$ cat src/rtl/issue_pkg.sv
// Shared types and constants for the in-order issue engine and its scoreboard.
package issue_pkg;

  localparam int REG_W     = 5;
  localparam int NUM_REGS  = 32;
  localparam int LAT_W_MAX = 8;

  typedef enum logic {
    NORMAL = 1'b0,
    DRAIN  = 1'b1
  } issue_state_t;

  typedef struct packed {
    logic [REG_W-1:0]     rs;
    logic [REG_W-1:0]     rt;
    logic                 rs_used;
    logic                 rt_used;
    logic [REG_W-1:0]     dest;
    logic                 wb_en;
    logic [LAT_W_MAX-1:0] lat;
    logic [1:0]           mem_type;
    logic                 branch;
    logic                 priv;
  } lane_info_t;

  // True when the lane actually reads architectural register r (r0 never counts).
  function automatic logic reads_reg(lane_info_t li, logic [REG_W-1:0] r);
    return (r != '0) && ((li.rs_used && (li.rs == r)) || (li.rt_used && (li.rt == r)));
  endfunction

endpackage

$ cat src/rtl/issue_scoreboard.sv
// Per-register latency scoreboard: a register is busy while its counter is nonzero.
module issue_scoreboard
  import issue_pkg::*;
#(
  parameter int LANES = 2,
  parameter int LAT_W = 3
) (
  input  logic                             clk,
  input  logic                             rst,
  input  logic                             stall,
  input  logic                             flush,
  input  logic [LANES-1:0]                 ld_en,
  input  logic [LANES-1:0][REG_W-1:0]      ld_dest,
  input  logic [LANES-1:0][LAT_W-1:0]      ld_lat,
  output logic [NUM_REGS-1:0]              busy
);

  // r0 is hardwired idle, so it has no counter at all.
  logic [LAT_W-1:0] cnt_q [1:NUM_REGS-1];
  logic [LAT_W-1:0] cnt_d [1:NUM_REGS-1];

  always_comb begin
    for (int r = 1; r < NUM_REGS; r++) begin
      cnt_d[r] = cnt_q[r];
      if (!stall && (cnt_q[r] != '0)) begin
        cnt_d[r] = cnt_q[r] - LAT_W'(1);
      end
      // Ascending scan lets the highest-numbered lane win a shared dest.
      for (int k = 0; k < LANES; k++) begin
        if (ld_en[k] && (ld_dest[k] == REG_W'(r))) begin
          cnt_d[r] = ld_lat[k];
        end
      end
      if (flush) begin
        cnt_d[r] = '0;
      end
    end
  end

  always_ff @(posedge clk or posedge rst) begin
    if (rst) begin
      for (int r = 1; r < NUM_REGS; r++) begin
        cnt_q[r] <= '0;
      end
    end else begin
      cnt_q <= cnt_d;
    end
  end

  always_comb begin
    busy[0] = 1'b0;
    for (int r = 1; r < NUM_REGS; r++) begin
      busy[r] = (cnt_q[r] != '0);
    end
  end

endmodule

$ cat src/rtl/issue_engine.sv
// N-lane in-order issue selector with hazard scoreboard and privileged-drain FSM.
// Optional perf counters are built when ISSUE_ENGINE_PERF_EN is defined.
module issue_engine
  import issue_pkg::*;
#(
  parameter int LANES = 2,
  parameter int LAT_W = 3,
  parameter int CNT_W = 4
) (
  input  logic                           clk,
  input  logic                           rst,
  input  logic [CNT_W-1:0]               fifo_count,
  input  logic [LANES-1:0][REG_W-1:0]    id_rs,
  input  logic [LANES-1:0][REG_W-1:0]    id_rt,
  input  logic [LANES-1:0]               id_rs_used,
  input  logic [LANES-1:0]               id_rt_used,
  input  logic [LANES-1:0][REG_W-1:0]    id_wb_reg_dest,
  input  logic [LANES-1:0]               id_wb_reg_en,
  input  logic [LANES-1:0][LAT_W-1:0]    id_lat,
  input  logic [LANES-1:0][1:0]          id_mem_type,
  input  logic [LANES-1:0]               id_is_branch_instr,
  input  logic [LANES-1:0]               id_priv_inst,
  input  logic                           stall,
  input  logic                           flush,
  input  logic                           pipe_empty,
  output logic [LANES-1:0]               issue_en,
  output logic [$clog2(LANES+1)-1:0]     issue_count
`ifdef ISSUE_ENGINE_PERF_EN
  ,
  output logic [31:0]                    perf_issue_cycles,
  output logic [31:0]                    perf_multi_cycles
`endif
);

  localparam int CW = $clog2(LANES+1);

  lane_info_t            lane [LANES];
  logic [LANES-1:0]      issue;
  logic [LANES-1:0]      ld_en;
  logic [NUM_REGS-1:0]   busy;
  issue_state_t          state_q, state_d;

  always_comb begin
    for (int k = 0; k < LANES; k++) begin
      lane[k].rs       = id_rs[k];
      lane[k].rt       = id_rt[k];
      lane[k].rs_used  = id_rs_used[k];
      lane[k].rt_used  = id_rt_used[k];
      lane[k].dest     = id_wb_reg_dest[k];
      lane[k].wb_en    = id_wb_reg_en[k];
      lane[k].lat      = LAT_W_MAX'(id_lat[k]);
      lane[k].mem_type = id_mem_type[k];
      lane[k].branch   = id_is_branch_instr[k];
      lane[k].priv     = id_priv_inst[k];
    end
  end

  // A branch may lead a group; only trailing lanes are restricted by class.
  logic unused_lane0_branch;
  assign unused_lane0_branch = lane[0].branch;

  always_comb begin
    logic ok;
    logic prev;
    issue = '0;
    prev  = 1'b1;
    for (int k = 0; k < LANES; k++) begin
      ok = prev && (int'(fifo_count) > k);
      if (k == 0) begin
        ok = ok && !stall && !flush && !rst && (state_q == NORMAL);
      end else begin
        ok = ok && !lane[k].branch && !lane[k].priv && !lane[0].priv;
      end
      if ((lane[k].rs_used && busy[lane[k].rs]) || (lane[k].rt_used && busy[lane[k].rt])) begin
        ok = 1'b0;
      end
      for (int j = 0; j < k; j++) begin
        if (lane[j].wb_en && reads_reg(lane[k], lane[j].dest)) begin
          ok = 1'b0;
        end
        if ((lane[j].mem_type != '0) && (lane[k].mem_type != '0)) begin
          ok = 1'b0;
        end
      end
      issue[k] = ok;
      prev     = ok;
    end
  end

  always_comb begin
    logic [CW-1:0] cnt;
    cnt = '0;
    for (int k = 0; k < LANES; k++) begin
      cnt = cnt + CW'(issue[k]);
      ld_en[k] = issue[k] && lane[k].wb_en && (lane[k].dest != '0) && (lane[k].lat != '0);
    end
    issue_en    = issue;
    issue_count = cnt;
  end

  issue_scoreboard #(
    .LANES (LANES),
    .LAT_W (LAT_W)
  ) u_scoreboard (
    .clk     (clk),
    .rst     (rst),
    .stall   (stall),
    .flush   (flush),
    .ld_en   (ld_en),
    .ld_dest (id_wb_reg_dest),
    .ld_lat  (id_lat),
    .busy    (busy)
  );

  always_ff @(posedge clk or posedge rst) begin
    if (rst) begin
      state_q <= NORMAL;
    end else begin
      state_q <= state_d;
    end
  end

  always_comb begin
    state_d = state_q;
    if (flush) begin
      state_d = NORMAL;
    end else begin
      case (state_q)
        NORMAL:  if (issue[0] && lane[0].priv) state_d = DRAIN;
        DRAIN:   if (pipe_empty) state_d = NORMAL;
        default: state_d = NORMAL;
      endcase
    end
  end

`ifdef ISSUE_ENGINE_PERF_EN
  logic [31:0] perf_issue_q, perf_issue_d;
  logic [31:0] perf_multi_q, perf_multi_d;

  always_comb begin
    perf_issue_d = perf_issue_q;
    perf_multi_d = perf_multi_q;
    if (issue_count != '0) perf_issue_d = perf_issue_q + 32'd1;
    if (issue_count > CW'(1)) perf_multi_d = perf_multi_q + 32'd1;
  end

  always_ff @(posedge clk or posedge rst) begin
    if (rst) begin
      perf_issue_q <= '0;
      perf_multi_q <= '0;
    end else begin
      perf_issue_q <= perf_issue_d;
      perf_multi_q <= perf_multi_d;
    end
  end

  assign perf_issue_cycles = perf_issue_q;
  assign perf_multi_cycles = perf_multi_q;
`endif

endmodule

$ cat config.mk
export PLATFORM = sky130hd
export DESIGN_NAME = issue_engine
export DESIGN_NICKNAME = d
export VERILOG_FILES = /design/src/rtl/issue_pkg.sv /design/src/rtl/issue_scoreboard.sv /design/src/rtl/issue_engine.sv
export SDC_FILE = /design/constraint.sdc
export NUM_CORES = 1
export LEC_CHECK = 0
export CAP_MARGIN = 20
export CORE_MARGIN = 3
export CORE_UTILIZATION = 55
export CTS_CLUSTER_DIAMETER = 150
export CTS_CLUSTER_SIZE = 25
export DETAILED_ROUTE_END_ITERATION = 10
export GPL_TIMING_DRIVEN = 1
export HOLD_SLACK_MARGIN = 0.12
export PLACE_DENSITY = 0.77
export SYNTH_ARGS = -nofsm -noshare
export SYNTH_HDL_FRONTEND = slang
export SYNTH_SLANG_ARGS = --single-unit
$ cat constraint.sdc
create_clock -name clk -period 3.55 [get_ports clk]
set_clock_uncertainty 0.05 [all_clocks]
set_input_delay 0.5325 -clock clk [delete_from_list [all_inputs] [get_ports clk]]
set_output_delay 0.5325 -clock clk [all_outputs]
set_load 0.005 [all_outputs]
==> After elaboration in Yosys (flattened, before gate mapping) <==
Index checks and enable logic that the tools add are counted.
W data, S select, Z words.
{ "word_totals": {"input_bits": 59, "reg_bits": 94, "out_inout_bits": 4, "wordCells": 469} }
{ "classes": {"bitwise": 1, "reduce_logical": 194, "addsub": 32, "n_eq_ne": 64, "muxes": 140, "order_cmp": 6} }
{ "ops": {"columns": ["cell", "n"], "rows": [
  ["$mux W3", 124],
  ["$eq A5 B5 Y1 const B", 32],
  ["$reduce_bool A4 Y1", 31],
  ["$logic_and A1 B1 Y1", 117],
  ["$reduce_bool A3 Y1", 31],
  ["$sub A3 B1 Y3 const B", 31],
  ["$eq A5 B4 Y1 const B", 16],
  ["$eq A5 B3 Y1 const B", 8],
  ["$lt A5 B6 Y1 const B", 4],
  ["$bmux W1 S5", 4],
  ["$eq A5 B2 Y1 const B", 4],
  ["$reduce_bool A8 Y1", 2],
  ["$mux W1", 11],
  ["$eq A5 B1 Y1 const B", 2],
  ["$eq A5 B5 Y1", 2],
  ["$reduce_bool A5 Y1", 2],
  ["$gt A4 B1 Y1 const B", 2],
  ["$logic_not A1 Y1", 6],
  ["$reduce_bool A2 Y1", 2],
  ["$logic_or A1 B1 Y1", 3],
  ["$add A1 B1 Y2", 1],
  ["$pmux W1 S2", 1],
  ["$not A1 Y1", 1]
]} }

==> Logic depth before layout (Yosys ltp) <==
{ "logic_depth": {"word_depth": 19, "mapped_depth": 14, "ltp_nobuf": 12} }

==> Modules after synthesis <==
From an unflattened synthesis, not the netlist that was laid out.
{ "unflattened": {"cells_unflattened": 1112, "area_unflattened_um2": 10342.4} }
{ "by_module_without_submodules": {"columns": ["module", "cells_each", "instances", "area_each_um2", "seq_area_each_um2"], "rows": [
  ["issue_scoreboard", 978, 1, 8901.0, 2327.2],
  ["issue_engine", 134, 1, 1441.4, 25.0]
]} }

==> Worst setup path after synthesis <==
No wires, ideal clock.
{ "synth_timing": {"path_kind": "input-to-output", "start": "input id_rt[7] in the netlist's numbering", "end": "output issue_count[0]", "path_buffers": 3, "stages": 9, "slack_ps": 215, "t_required_ps": 2967, "t_arrival_ps": 2753, "cell_sequence": "buf_2 mux4_2 mux4_2 nand3b_1 nand2_1 nor4_4 buf_4 buf_6 ha_1"} }
{ "synth_between": {"elab_chain_len": 8, "word_cells_on_any_way": 13, "cone_classes": "add/sub (1); eq/ne (1); mux (5); reduce/logical (6)"} }
{ "synth_lines": {"columns": ["element", "line_no", "text"], "rows": [
  ["start, declared", "issue_engine.sv:14", "input logic [LANES-1:0][REG_W-1:0] id_rt,"],
  ["$bmux W1 S5 or $eq A5 B5 Y1 (tied branches)", "issue_engine.sv:74, issue_pkg.sv:28", null],
  ["$mux W1 (implied by the code) or $logic_and A1 B1 Y1 (tied branches)", "issue_engine.sv:74, issue_pkg.sv:28", null],
  ["$logic_and A1 B1 Y1 or $logic_or A1 B1 Y1 (tied branches)", "issue_engine.sv:74, issue_pkg.sv:28", null],
  ["$logic_or A1 B1 Y1 or $logic_and A1 B1 Y1 (tied branches)", "issue_engine.sv:74, issue_pkg.sv:28", null],
  ["$mux W1 or $logic_and A1 B1 Y1 (tied branches)", "issue_engine.sv:74, issue_engine.sv:78", null],
  ["$mux W1 *", "issue_engine.sv:78", "if (lane[j].wb_en && reads_reg(lane[k], lane[j].dest)) begin"],
  ["$mux W1 *", "issue_engine.sv:81", "if ((lane[j].mem_type != '0) && (lane[k].mem_type != '0)) begin"],
  ["net issue_en[1]", "issue_engine.sv:26", "output logic [LANES-1:0] issue_en,"],
  ["$add A1 B1 Y2 *", "issue_engine.sv:94", "cnt = cnt + CW'(issue[k]);"],
  ["end, declared", "issue_engine.sv:27", "output logic [$clog2(LANES+1)-1:0] issue_count"]
]} }
The timed path passes the listed nets; every way through them passes the cells marked *. The select of a mux whose other input is x is not followed.

==> Worst setup path after layout <==
{ "layout_timing": {"start": "register u_scoreboard.cnt_q[15] in the netlist's numbering", "end": "output issue_count[0]"} }
{ "layout_between": {"elab_chain_len": 14, "word_cells_on_any_way": 24, "cone_classes": "add/sub (1); mux (12); reduce/logical (11)"} }
{ "layout_lines": {"columns": ["element", "line_no", "text"], "rows": [
  ["start, declared", "issue_scoreboard.sv:19", "logic [LAT_W-1:0] cnt_q [1:NUM_REGS-1];"],
  ["start signal, assigned", "issue_scoreboard.sv:46", "cnt_q <= cnt_d;"],
  ["$reduce_bool A3 Y1 *", "issue_scoreboard.sv:53", "busy[r] = (cnt_q[r] != '0);"],
  ["$bmux W1 S5", "issue_engine.sv:74", "if ((lane[k].rs_used && busy[lane[k].rs]) || (lane[k].rt_used && busy[lane[k].rt])) begin"],
  ["$mux W1 (implied by the code)", "issue_engine.sv:74", null],
  ["$logic_and A1 B1 Y1", "issue_engine.sv:74", null],
  ["$logic_or A1 B1 Y1", "issue_engine.sv:74", null],
  ["$mux W1", "issue_engine.sv:74", null],
  ["$logic_and A1 B1 Y1", "issue_engine.sv:68", "ok = prev && (int'(fifo_count) > k);"],
  ["$logic_and A1 B1 Y1 (3 in a row)", "issue_engine.sv:72", "ok = ok && !lane[k].branch && !lane[k].priv && !lane[0].priv;"],
  ["$mux W1", "issue_engine.sv:74", null],
  ["$mux W1", "issue_engine.sv:78", null],
  ["$mux W1", "issue_engine.sv:81", null],
  ["$add A1 B1 Y2 *", "issue_engine.sv:94", null]
]} }
Every way passes the cells marked *; elsewhere a longest branch is shown, timed or not. The select of a mux whose other input is x is not followed.

==> impl_metrics.ini <==
[finish]
synthToLayoutAreaGrowth_pct = 28.42
multi_input_area_mm2 = 0.007201
regArea_mm2 = 0.002352
fin_cells = 1648
n_fill_cell = 1313
final_nets = 1542
design_area_mm2 = 0.01286
antennaDiodeCount = 0
drive_gt1_share_pct = 27.62

[worst_setup_path]
slowest_delay_ns = 0.42
crit_arrival_ns = 3.08
end_kind = output port
worstSetupStartpointType = register
critPathKind = reg -> out
required_ns = 2.97
crit_buf_inv = 2
cp_cell_sequence = inv_1 -> ha_2 -> nor2b_4 -> mux4_2 -> mux2i_2 -> a22oi_2 -> nand4_4 -> nor4_4 -> ha_2 -> buf_2
path_max_fanout = 5
cpMostUsedCell = ha_2
critPathTopFamily = simple AND/OR/NAND/NOR gates
worst_path_max_delay_cell = nor4_4

[synthesis]
synthSimpleGateAreaFrac_pct = 23.10
synth_compound_gate_area_share_pct = 17.25
synth_top_area_cell = dfrtp_1
ys_seq_area_share_pct = 23.50
yosysMostFrequentCell = nor2_1
synth_flop_cell = dfrtp_1
synth_top_family_by_area = simple AND/OR/NAND/NOR gates
synth_common_cells = nor2_1 (106), dfrtp_1 (94), mux2i_1 (91), o21ai_0 (83), inv_1 (80)
netlist_area_mm2 = 0.01001
synth_mux_area_share_pct = 16.86
yosys_warnings = 0
synth.distinct_cells = 79
synthAdderAreaFrac_pct = 7.874
yosys-top-cells-area = dfrtp_1 (23%), mux2i_1 (9.1%), ha_1 (7.9%)
synth_top_area_share_pct = 23.50
synthCells = 1212
async_reset_ff_share_pct = 100.0
synth-seq-cells = 94
synth_nets = 1334
synth_area_per_cell_um2 = 8.260
synth_edf_count = 0
synth_xor_area_share_pct = 4.112

[drt]
vias = 11034
avgRoutedWirePerCell_um = 22.64
vias_per_cell = 6.695
drt_iter0_markers = 1596
route.detailed.drc = 0
wl_um = 37320
first_pass_iters = 11
drtAntennaViolNets = 0

[timing]
finalHoldViolCount = 0
finalCritPeriodShare_pct = 103.1
max_slew_margin_pct = 25.70
setup_ws_ns = -0.1088
rsz0062_at_grt = yes
setup_violations = 4
fmax_ghz = 0.2733
worst-slew-pin-transition_ns = 1.113
min_period_ns = 3.659
slew_violations = 0

[grt]
globalRoute.totalOverflow = 0
grt_pass1_vias = 10436
use_met3_pct = 10.62
met1_usage_pct = 45.97
grt_max_degree = 74
grt_pass1_wl_um = 55990
antenna_found_initial = 0
met2_usage_pct = 54.33
grt_usage_pct = 35.83
grt_busiest_layer = met2

[cts]
htreeDepth = 3
clk_pin_slew_ns = 0.07
cts_tree = built
clock_latency_ns = 0.37
numCtsBuffers = 9
clock_sinks = 94
max-clock-path-buffers = 2
root_buffer = clkbuf_16
ctsHoldBuffers = 0

[min_path]
hp-class = reg -> reg

[power]
irDropWorstVdd_mv = 0.4371
leakage_nw = 5.863
power_density_mw_per_mm2 = 630.6

[place]
hpwl_um = 25390
dpl.cell_count = 1612
placed_area_mm2 = 0.01207
portBuffers = 61
gp_congestion = 1.040

[die]
die-width_um = 140.9
core_area_mm2 = 0.01754
row_count = 48
start_util_pct = 57.08
ios = 63
fp.dieH_um = 140.9
die_area_mm2 = 0.01986

[run_status]
status = finished with violations
violations = negative setup slack

[flow_run]
maxCapViolCount = 0
## what timing repair did
action / 4_1_cts / 5_1_grt
setup endpoints to repair: 71 / 77
gates cloned: 0 / 2
gates resized for setup: 61 / 65
setup buffers: 6 / 21
pin swaps: 9 / 28
## per-layer routing
metal | vias to the layer above | share of wire, %
li1 | 4800 | -
met1 | 5140 | 37
met2 | 878 | 43
met3 | 216 | 13
met4 | 0 | 6.3
met5 | - | 0
## state kept, by name (all words and copies together), names as in the netlist
| signal | count |
|---|---|
| state_q | 1 |
| u_scoreboard.cnt_q | 93 |
## through the flow
step                setup slack [ns]  hold slack (ns)  util (%)  power (W)  setup TNS, ns
global placement             -0.3932           0.4295     68.85   0.006289         -19.67
detailed placement           -0.4655           0.4424     68.85   0.006490         -21.50
finish                       -0.1088           0.4585     73.31   0.008107        -0.1627
global route                 -0.1133           0.4795     73.31   0.008625        -0.4631
floorplan                     0.2149           0.4061         -   0.004665              0
CTS                         -0.03778           0.4574     71.25   0.007644       -0.03778
## cells by family (layout without fill, tap and decap cells)
kind of cell    count (synthesis)  count (layout)
buf+inv                       180             391
fa+ha+maj                      63              63
mux                           136             136
xor+xnor                       47              47
simple gates                  421             421
flops                          94              94
compound gates                271             271
## worst min-delay path: stages, from the launching register on
cell     delay, ns
dfrtp_1       0.34
nand3_1       0.06
o21ai_0       0.07
## layout by cell type (no fill, tap or decap), types with 14 or more instances in the layout
master,netlist,layout
buf_4,2,216
nor2_1,106,106
dfrtp_1,94,94
mux2i_1,91,90
o21ai_0,83,80
a21oi_1,70,69
nand2_1,65,64
inv_1,80,61
nand3_1,55,55
clkdlybuf4s50_1,0,52
ha_1,63,51
nor3_1,30,30
nand4_1,28,28
xor2_1,26,26
mux4_2,24,24
mux2_2,21,21
xnor2_1,21,21
inv_2,2,20
nor2b_4,0,17
nor2b_1,37,14
o311a_1,14,14
a31oi_1,14,14
## worst paths after layout
path / from / endpoint / slack [ns] / cells after the start
min reg2reg: u_scoreboard.cnt_q[70] / u_scoreboard.cnt_q[70] / 0.46 / 2
min: u_scoreboard.cnt_q[70] / u_scoreboard.cnt_q[70] / 0.46 / 2
max reg2reg: u_scoreboard.cnt_q[15] / u_scoreboard.cnt_q[68] / 0 / 16
max in group asynchronous: rst / u_scoreboard.cnt_q[34] / 2.07 / 4
max: u_scoreboard.cnt_q[15] / issue_count[0] / -0.11 / 10
min in group asynchronous: rst / state_q / 0.67 / 3
## area by class of cell
type,count,share of cell area [%]
multi-input cells,938,56.01
inverters,83,2.453
well taps,225,2.190
clock buffers,12,1.917
repair buffers,294,19.06
clock inverters,2,0.07786
flip-flops and latches,94,18.30
## report_power, final
group	internal, W	switching [W]	total, W	leakage (nW)
sequential	0.00146	0.000318	0.00178	1.22
clock	0.000486	0.000447	0.000933	0.128
combinational	0.00274	0.00266	0.00540	4.51
No activity file was read; power rests on OpenSTA's default activity.
